`src/rtl/sejf_pkg.sv`:
```
// Shared definitions for the safe controller input path.
// Holds the repeat-FSM state encoding, the default timing constants (in ms
// ticks of clk_1ms) and a counter-width helper used by the conditioner.
package sejf_pkg;

   typedef enum logic [1:0] {
      REL  = 2'd0,
      HOLD = 2'd1,
      RPT  = 2'd2
   } rep_state_t;

   localparam int          NUM_CH       = 5;
   localparam int          DEB_MS       = 20;
   localparam int          REP_DELAY_MS = 500;
   localparam int          REP_RATE_MS  = 100;
   localparam logic [4:0]  REP_MASK_DEF = 5'b00011;

   // Counter width for a count of max_val states, never narrower than 1 bit.
   function automatic int cnt_width(input int max_val);
      int w;
      w = $clog2(max_val);
      return (w < 1) ? 1 : w;
   endfunction

endpackage

```
`src/rtl/input_conditioner_if.sv`:
```
// Bus between the raw pin block and the conditioned-event consumers.
//   raw   : asynchronous active-high pin levels (into the conditioner)
//   level : debounced levels
//   rise  : one-cycle pulse on level 0->1
//   fall  : one-cycle pulse on level 1->0
//   press : rise, or auto-repeat pulse on repeat-enabled channels
// master drives raw and observes events; slave is the conditioner.
interface input_conditioner_if #(
   parameter int WIDTH = 5
);
   logic [WIDTH-1:0] raw;
   logic [WIDTH-1:0] level;
   logic [WIDTH-1:0] rise;
   logic [WIDTH-1:0] fall;
   logic [WIDTH-1:0] press;

   modport master (output raw, input level, input rise, input fall, input press);
   modport slave  (input raw, output level, output rise, output fall, output press);
endinterface

```
`src/rtl/debounce_ch.sv`:
```
// One input channel: 2-FF synchroniser, debounce, registered edge pulses and
// an optional auto-repeat FSM feeding press.
// Ports:
//   clk   : 1 ms clock, rising edge
//   rst   : synchronous active-low reset
//   raw   : asynchronous pin level
//   level : debounced level
//   rise  : pulse on level 0->1, coincident with the new level
//   fall  : pulse on level 1->0, coincident with the new level
//   press : rise OR repeat pulse (repeat only when REP_EN)
//
// Repeat FSM states:
//   state | meaning
//   REL   | level low (or repeat disabled), counter idle
//   HOLD  | level high, counting initial delay to first repeat
//   RPT   | repeating, counting rate interval between repeats
module debounce_ch
   import sejf_pkg::*;
#(
   parameter int DEB_CNT      = DEB_MS,
   parameter int REPEAT_DELAY = REP_DELAY_MS,
   parameter int REPEAT_RATE  = REP_RATE_MS,
   parameter bit REP_EN       = 1'b0
) (
   input  logic clk,
   input  logic rst,
   input  logic raw,
   output logic level,
   output logic rise,
   output logic fall,
   output logic press
);

   localparam int DW = cnt_width(DEB_CNT + 1);
   localparam int RW = cnt_width((REPEAT_DELAY > REPEAT_RATE) ? REPEAT_DELAY : REPEAT_RATE);
   localparam logic [DW-1:0] DEB_TC   = DW'(DEB_CNT - 1);
   localparam logic [RW-1:0] DELAY_TC = RW'(REPEAT_DELAY - 1);
   localparam logic [RW-1:0] RATE_TC  = RW'(REPEAT_RATE - 1);

   logic          s1, s2;
   logic [DW-1:0] dcnt;
   logic          upd, rise_now, fall_now;

   rep_state_t    state, state_nxt;
   logic [RW-1:0] rcnt, rcnt_nxt;
   logic          rep_now;

   // upd marks the edge on which level takes the synchronised value.
   assign upd      = (s2 != level) && (dcnt == DEB_TC);
   assign rise_now = upd &  s2;
   assign fall_now = upd & ~s2;

   always_ff @(posedge clk) begin
      if (!rst) begin
         s1    <= 1'b0;
         s2    <= 1'b0;
         dcnt  <= '0;
         level <= 1'b0;
         rise  <= 1'b0;
         fall  <= 1'b0;
      end else begin
         s1   <= raw;
         s2   <= s1;
         rise <= rise_now;
         fall <= fall_now;
         if (s2 == level) begin
            dcnt <= '0;
         end else if (upd) begin
            level <= s2;
            dcnt  <= '0;
         end else begin
            dcnt <= dcnt + DW'(1);
         end
      end
   end

   always_ff @(posedge clk) begin
      if (!rst) begin
         state <= REL;
         rcnt  <= '0;
         press <= 1'b0;
      end else begin
         state <= state_nxt;
         rcnt  <= rcnt_nxt;
         press <= rise_now | rep_now;
      end
   end

   // A release on the same edge as a terminal count wins: no repeat pulse.
   always_comb begin
      state_nxt = state;
      rcnt_nxt  = rcnt;
      rep_now   = 1'b0;
      case (state)
         REL: begin
            rcnt_nxt = '0;
            if (rise_now) state_nxt = HOLD;
         end
         HOLD: begin
            if (fall_now) begin
               state_nxt = REL;
               rcnt_nxt  = '0;
            end else if (rcnt == DELAY_TC) begin
               state_nxt = RPT;
               rcnt_nxt  = '0;
               rep_now   = 1'b1;
            end else begin
               rcnt_nxt = rcnt + RW'(1);
            end
         end
         RPT: begin
            if (fall_now) begin
               state_nxt = REL;
               rcnt_nxt  = '0;
            end else if (rcnt == RATE_TC) begin
               rcnt_nxt = '0;
               rep_now  = 1'b1;
            end else begin
               rcnt_nxt = rcnt + RW'(1);
            end
         end
         default: begin
            state_nxt = REL;
            rcnt_nxt  = '0;
         end
      endcase
      if (!REP_EN) begin
         state_nxt = REL;
         rcnt_nxt  = '0;
         rep_now   = 1'b0;
      end
   end

endmodule

```
`src/rtl/input_conditioner.sv`:
```
// Conditions the safe's raw buttons and door switch (a, b, lock, open,
// doorCls) into clean debounced levels and one-cycle rise/fall/press pulses
// for the decoder and master FSM. Channels selected by REP_MASK auto-repeat
// press while held.
// Ports:
//   clk : 1 ms clock (clk_1ms), rising edge
//   rst : synchronous active-low reset
//   bus : slave side of input_conditioner_if (raw in; level/rise/fall/press out)
module input_conditioner
   import sejf_pkg::*;
#(
   parameter int               WIDTH        = NUM_CH,
   parameter int               DEB_CNT      = DEB_MS,
   parameter int               REPEAT_DELAY = REP_DELAY_MS,
   parameter int               REPEAT_RATE  = REP_RATE_MS,
   parameter logic [WIDTH-1:0] REP_MASK     = WIDTH'(REP_MASK_DEF)
) (
   input  logic                clk,
   input  logic                rst,
   input_conditioner_if.slave  bus
);

   for (genvar i = 0; i < WIDTH; i++) begin : g_ch
      debounce_ch #(
         .DEB_CNT      (DEB_CNT),
         .REPEAT_DELAY (REPEAT_DELAY),
         .REPEAT_RATE  (REPEAT_RATE),
         .REP_EN       (REP_MASK[i])
      ) u_ch (
         .clk   (clk),
         .rst   (rst),
         .raw   (bus.raw[i]),
         .level (bus.level[i]),
         .rise  (bus.rise[i]),
         .fall  (bus.fall[i]),
         .press (bus.press[i])
      );
   end

endmodule
```
`src/flat_wrapper.sv`:
```
// flat-port wrapper written by rule: the top's interface ports become plain ports
module input_conditioner_flat import sejf_pkg::*;
#(
   parameter int               WIDTH        = NUM_CH,
   parameter int               DEB_CNT      = DEB_MS,
   parameter int               REPEAT_DELAY = REP_DELAY_MS,
   parameter int               REPEAT_RATE  = REP_RATE_MS,
   parameter logic [WIDTH-1:0] REP_MASK     = WIDTH'(REP_MASK_DEF)
)
  (clk, rst, bus_raw, bus_level, bus_rise, bus_fall, bus_press);
  input_conditioner_if #(.WIDTH(WIDTH)) bus_i ();
  input  logic clk;
  input  logic rst;
  input wire logic [$bits(bus_i.raw)-1:0] bus_raw;
  output wire logic [$bits(bus_i.level)-1:0] bus_level;
  output wire logic [$bits(bus_i.rise)-1:0] bus_rise;
  output wire logic [$bits(bus_i.fall)-1:0] bus_fall;
  output wire logic [$bits(bus_i.press)-1:0] bus_press;
  assign bus_i.raw = bus_raw;
  assign bus_level = bus_i.level;
  assign bus_rise = bus_i.rise;
  assign bus_fall = bus_i.fall;
  assign bus_press = bus_i.press;
  input_conditioner #(.WIDTH(WIDTH), .DEB_CNT(DEB_CNT), .REPEAT_DELAY(REPEAT_DELAY), .REPEAT_RATE(REPEAT_RATE), .REP_MASK(REP_MASK)) u_core (.clk(clk), .rst(rst), .bus(bus_i));
endmodule
```
`config.mk`:
```
export PLATFORM = sky130hd
export DESIGN_NAME = input_conditioner_flat
export DESIGN_NICKNAME = d
export VERILOG_FILES = /design/src/rtl/sejf_pkg.sv /design/src/rtl/input_conditioner_if.sv /design/src/rtl/debounce_ch.sv /design/src/rtl/input_conditioner.sv /design/src/flat_wrapper.sv
export SDC_FILE = /design/constraint.sdc
export NUM_CORES = 1
export LEC_CHECK = 0
export CORE_MARGIN = 5
export CORE_UTILIZATION = 55
export CTS_CLUSTER_DIAMETER = 30
export DETAILED_ROUTE_END_ITERATION = 8
export PLACE_DENSITY = 0.73
export SETUP_SLACK_MARGIN = 0.4
export SLEW_MARGIN = 10
export SYNTH_ARGS = -nofsm -noshare
export SYNTH_HDL_FRONTEND = slang
export SYNTH_SLANG_ARGS = --single-unit
```
`constraint.sdc`:
```
create_clock -name clk -period 4.08 [get_ports clk]
set_input_delay 0.408 -clock clk [delete_from_list [all_inputs] [get_ports clk]]
set_output_delay 0.408 -clock clk [all_outputs]
set_load 0.01 [all_outputs]
```
==> results of run 1 <==
-- final cells by class --
class / instances / share of cell area
tap: 72 / 0.0251
sequential: 74 / 0.412
inverter: 18 / 0.0188
multi-input combinational: 217 / 0.406
timing repair buffer: 26 / 0.0724
clock inverter: 5 / 0.0237
clock buffer: 11 / 0.0421
-- registers in the layout (all words and copies together) (netlist names) --
register and cells:
u_core.g_ch.u_ch.dcnt 25, u_core.g_ch.u_ch.rcnt 18, u_core.g_ch.u_ch.state 4, u_core.g_ch.u_ch.s2 5, u_core.g_ch.u_ch.press 5, u_core.g_ch.u_ch.s1 5, u_core.g_ch.u_ch.rise 2, u_core.g_ch.u_ch.fall 5
u_core.g_ch.u_ch.level 5
-- where the power goes --
part           internal (mW)  switching (mW)  total (mW)
Combinational         0.0161          0.0196      0.0357
Clock                  0.381           0.274       0.655
Sequential             0.729         0.00479       0.734
-- per-stage QoR --
stage          worst slack, ns  area [um2]  cells
3_3_place_gp              1.76        3360    407
5_1_grt                   1.90        3600    423
3_5_place_dp              1.70        3360    407
2_1_floorplan             2.54        3180    333
6_report                  2.07        3600    423
4_1_cts                   2.06        3600    423
-- placed cells by master, fill, tap and decap left out, drive strengths merged, types with 2 or more instances in the layout --
| master | count |
|---|---|
| a31o | 2 |
| nand3 | 21 |
| clkdlybuf4s50 | 26 |
| a21oi | 3 |
| nand2 | 16 |
| nor3b | 5 |
| o22ai | 2 |
| nor2b | 4 |
| nor2 | 48 |
| nand4bb | 2 |
| mux2i | 5 |
| a32oi | 3 |
| and4bb | 2 |
| nand2b | 2 |
| and3 | 4 |
| ha | 14 |
| nand4 | 7 |
| o21ai | 5 |
| dfxtp | 74 |
| xor2 | 18 |
| o211ai | 2 |
| a31oi | 3 |
| and2 | 10 |
| bufinv | 2 |
| inv | 19 |
| nor3 | 14 |
| xnor2 | 14 |
| clkbuf | 11 |
-- worst max-delay path: stages --
cell and delay [ns]:
clkdlybuf4s50_1 1.08, inv_1 0.45, a221oi_1 0.31
-- cell families after synthesis --
kind of cell,synth area share
AOI/OAI and AO/OA,0.0606
xor gates and xnor gates,0.0882
buffers and inverters,0.0744
DFF,0.466
muxes,0.0157
adders and majority gates,0.0551
and+or+nand+nor,0.240
-- per-layer routing --
metal,wire (um),up-vias
met5,0,-
met2,2410,28
met4,126,0
met3,214,13
met1,2340,1035
li1,-,1132
-- final timing paths --
path	cells after the start	slack (ns)	end	start
worst min-delay path	1	0.44	u_core.g_ch[1].u_ch.s2	u_core.g_ch[1].u_ch.s1
worst max-delay path	3	2.07	u_core.g_ch[1].u_ch.state[1]	rst
worst min register to register	1	0.44	u_core.g_ch[1].u_ch.s2	u_core.g_ch[1].u_ch.s1
worst max register to register	5	2.29	u_core.g_ch[0].u_ch.rcnt[1]	u_core.g_ch[0].u_ch.dcnt[0]
==> out/metrics.yaml, run 1 <==
outcome: "complete, no violations"
coreArea_um2: 5570
slew_violations: 0
use_met1: 0.177
rows: 27
synthTopCellsByArea: "dfxtp_1, nor2_1, ha_1"
netlist_instances: 333
seqCellArea_um2: 1480
area_growth_pct: 13.1
grt_pass1_wl_mm: 9.17
finalSetupTns_ns: 0
ant_nets: 0
cts_tree: "done"
dr.first_iter.drc_count: 80
power.density_nw_per_um2: 396
synthArstFlopShare: 0
dpl.hpwl_mm: 3.56
yosysUniqueCellTypes: 45
cp-end-kind: "register"
clockBufferDepth: 2
clk_pin_slew_worst_paths_ns: 0.08
use_met2: 0.259
die_w_um: 86.0
synth_nets: 354
clkLatencyLatePin_ns: 0.34
viasPerCell: 5.22
n_fill_cell: 497
firstDrtPassIters: 4
port_buffers: 26
syn_area_per_cell_um2: 9.54
cts_inserted_buffers: 9
worstMarginPinSlew_ns: 0.935
finalHoldViolations: 0
cp-start-kind: "input port"
synth_warnings: 0
synth-edff-count: 0
n_antenna_cell: 0
top_level_ports: 27
finalCritPeriodShare: 0.493
drive_above_1_share: 0.0826
skew_ns: 0.00770
met3_usage: 0.0490
drt-total-wl_mm: 5.09
die-area_um2: 7400
leakage_nw: 1.32
totalPowerFinal_mw: 1.42
cts_htree_levels: 3
synth-seq-area-share: 0.466
ys_seq_elements: 74
yosys.area.top_type_share: 0.466
multiInputGateArea_um2: 1460
initial_core_util: 0.570
gp_congestion: 0.813
clock.fmax_ghz: 0.498
vias: 2208
clkSinkCount: 74
yosysTopAreaCell: "dfxtp_1"
fin_hold_ws_ns: 0.435
hold_class: "register to register"
layout_min_cycle_time_ns: 2.01
busiest_layer: "met2"
maxCapViolCount: 0
finish.utilization: 0.645
slew_headroom: 0.375
antenna_found_initial: 0
root_buffer: "clkbuf_8"
synth_ff_type: "dfxtp_1"
cts_hold_buf: 0
setup_viol_count_final: 0
peakVddDrop_v: 0.000226
cp_data_required_time_ns: 4.33
crit_fanout: 28
grt_max_degree: 29
grt_setup_unrepaired: "false"
grt_pass1_vias: 2158
final_nets: 367
synth_common_cells: "dfxtp_1, nor2_1, buf_4, nand3_1"
routedWlPerCell_um: 12.0
drc_errors: 0
post_cts_buffers: 0
gr-usage-all-layers: 0.156
synth_area_um2: 3180
cts-resized-gates: 0
yosysMostFrequentCell: "dfxtp_1"
overflow: 0
die_h_um: 86.0
worstSetupPathType: "input port to register"
worstPathArrival_ns: 2.26
Power figures use the tool's default switching activity.
==> run 2, diff against run 1 <==
Settings changed: CORE_UTILIZATION 55 to 51, PLACE_DENSITY 0.73 to 0.71.
Clock period 4.08 ns to 1.7 ns, I/O delays scaled along.
==> run 2 against run 1 <==
Against the previous run: via count grew 3.6%; sequential share of layout area fell by 3.7 points; worst setup slack worse by 1.9 ns; final cell count is 5.7% higher; clock power is 100% higher; sequential power rose by 140%.
==> out/metrics.yaml, run 2 (synthesized netlist as in run 1, its figures left out) <==
largest_register: "u_core.g_ch.u_ch.dcnt"  # unchanged
firstDrtPassIters: 4  # unchanged
largest_reg_flops: 25  # unchanged
skew_ns: 0.00423  # was 0.00770 ns
dpl_worst_slack_ns: 0.166  # was 1.70 ns
layout_commonest_cell: "dfxtp_1"  # unchanged
grt_max_degree: 26  # was 29
dr.first_iter.drc_count: 50  # was 80
crit_fanout: 5  # was 28
reg_top3: "u_core.g_ch.u_ch.dcnt (25), u_core.g_ch.u_ch.rcnt (18)"  # unchanged
grt_setup_unrepaired: "true"  # was false
area_growth_pct: 26.9  # was 13.1%
instances_no_fill: 447  # was 423
gr-usage-all-layers: 0.161  # was 0.156
layout_min_cycle_time_ns: 1.52
finalSetupTns_ns: 0  # unchanged
clock.fmax_ghz: 0.657
die_w_um: 88.9  # was 86.0 um
viasPerCell: 5.12  # was 5.22
worstPathArrival_ns: 1.75  # was 2.26 ns
port_buffers: 26  # unchanged
cp-end-kind: "register"  # unchanged
initial_core_util: 0.530  # was 0.570
drt-total-wl_mm: 5.71  # was 5.09 mm
cp_data_required_time_ns: 1.92  # was 4.33 ns
slew_violations: 0  # unchanged
overflow: 0  # unchanged
n_fill_cell: 469  # was 497
outcome: "complete, no violations"  # unchanged
grt_pass1_vias: 2267  # was 2,158
leakage_nw: 1.54  # was 1.32 nW
clkLatencyLatePin_ns: 0.34  # about the same
final.setup.worst_slack_ns: 0.178  # was 2.07 ns
dpl.hpwl_mm: 3.60  # was 3.56 mm
cts_hold_buf: 0  # unchanged
coreArea_um2: 5990  # was 5570 um2
finalHoldViolations: 0  # unchanged
routedWlPerCell_um: 12.8  # was 12.0 um
die_h_um: 88.9  # was 86.0 um
rr_worst_depth: 5  # unchanged
cp-start-kind: "register"  # was input port
finalCritPeriodShare: 0.895
slew_headroom: 0.653  # was 0.375
setup_viol_count_final: 0  # unchanged
clkSinkCount: 74  # unchanged
clk_pin_slew_worst_paths_ns: 0.08  # about the same
final_nets: 388  # was 367
antenna_found_initial: 0  # unchanged
power.density_nw_per_um2: 793  # was 396 nW/um2
worstSetupPathType: "register to register"  # was input port to register
ant_nets: 0  # unchanged
layout_common_cells: "dfxtp_1, nor2_1, dlygate4sd2_1, inv_1, buf_4"  # was dfxtp_1, nor2_1, clkdlybuf4s50_1, nand3_1
hold_class: "input port to register"  # was register to register
root_buffer: "clkbuf_8"  # unchanged
die-area_um2: 7910  # was 7400 um2
clockBufferDepth: 2  # unchanged
vias: 2287  # was 2,208
maxCapViolCount: 0  # unchanged
n_antenna_cell: 0  # unchanged
cts_htree_levels: 3  # unchanged
cts_tree: "done"  # unchanged
worstMarginPinSlew_ns: 0.520  # was 0.935 ns
top_level_ports: 27  # unchanged
rows: 28  # was 27
gp_congestion: 0.820  # was 0.813
grt_pass1_wl_mm: 10.0  # was 9.17 mm
fin_hold_ws_ns: 0.397  # was 0.435 ns
drc_errors: 0  # unchanged
dp_cells: 412  # was 407
peakVddDrop_v: 0.000596  # was 0.000226 V
hold_depth: 2  # was 1
drive_above_1_share: 0.282  # was 0.0826
cts_inserted_buffers: 9  # unchanged
==> run 2: worst max-delay path, cell delays in order, from the launching register on <==
cell and delay [ns]:
dfxtp_2 0.36, ha_4 0.13, nor3b_4 0.23, nand4_4 0.19
a32oi_4 0.40, nor3_2 0.09
==> run 2: worst paths after layout <==
kind,slack (ns),start,endpoint
min reg2reg,0.42,u_core.g_ch[4].u_ch.dcnt[0],u_core.g_ch[4].u_ch.dcnt[0]
max reg2reg,0.18,u_core.g_ch[0].u_ch.rcnt[0],u_core.g_ch[0].u_ch.rcnt[2]
max,0.18,u_core.g_ch[0].u_ch.rcnt[0],u_core.g_ch[0].u_ch.rcnt[2]
min,0.40,bus_raw[4],u_core.g_ch[4].u_ch.s1
==> run 2: power breakdown <==
group	total, mW	internal, mW	switching, mW
registers	1.76	1.75	0.0120
clock network	1.32	0.667	0.656
logic	0.117	0.0576	0.0595
total	3.20	2.47	0.727
==> run 2: through the flow <==
step | area [um2] | total power [mW] | utilization
global placement | 3520 | 1.90 | 0.588
CTS | 3910 | 3.23 | 0.652
global route | 4030 | 3.33 | 0.673
finish | 4030 | 3.20 | 0.673
floorplan | 3310 | 1.86 | -
detailed placement | 3520 | 1.90 | 0.588
==> run 2: cell type report <==
cell class              count  area (um2)  area share
clock buffers              12         166      0.0413
clock inverters             4        32.5     0.00807
inverters                  18        67.6      0.0168
multi-input cells         218        1750       0.435
flip-flops and latches     74        1510       0.375
well taps                  75        93.8      0.0233
repair buffers             46         409       0.101
==> run 2: timing repair <==
action                                 4_1_cts  5_1_grt
resized for setup                           34       29
endpoints found under the hold margin        0        0
pin swaps                                   16       18
gates cloned                                 1        0
setup endpoints to repair                   50       50
setup buffers                               16        2
==> run 2: metal layers <==
metal / share of wire / GRT usage / vias up / wire length, um
li1: - / - / 1178 / -
met3: 0.049 / 0.0488 / 12 / 282
met2: 0.48 / 0.265 / 38 / 2750
met5: 0 / 0 / - / 0
met1: 0.45 / 0.199 / 1059 / 2560
met4: 0.019 / 0.0636 / 0 / 110
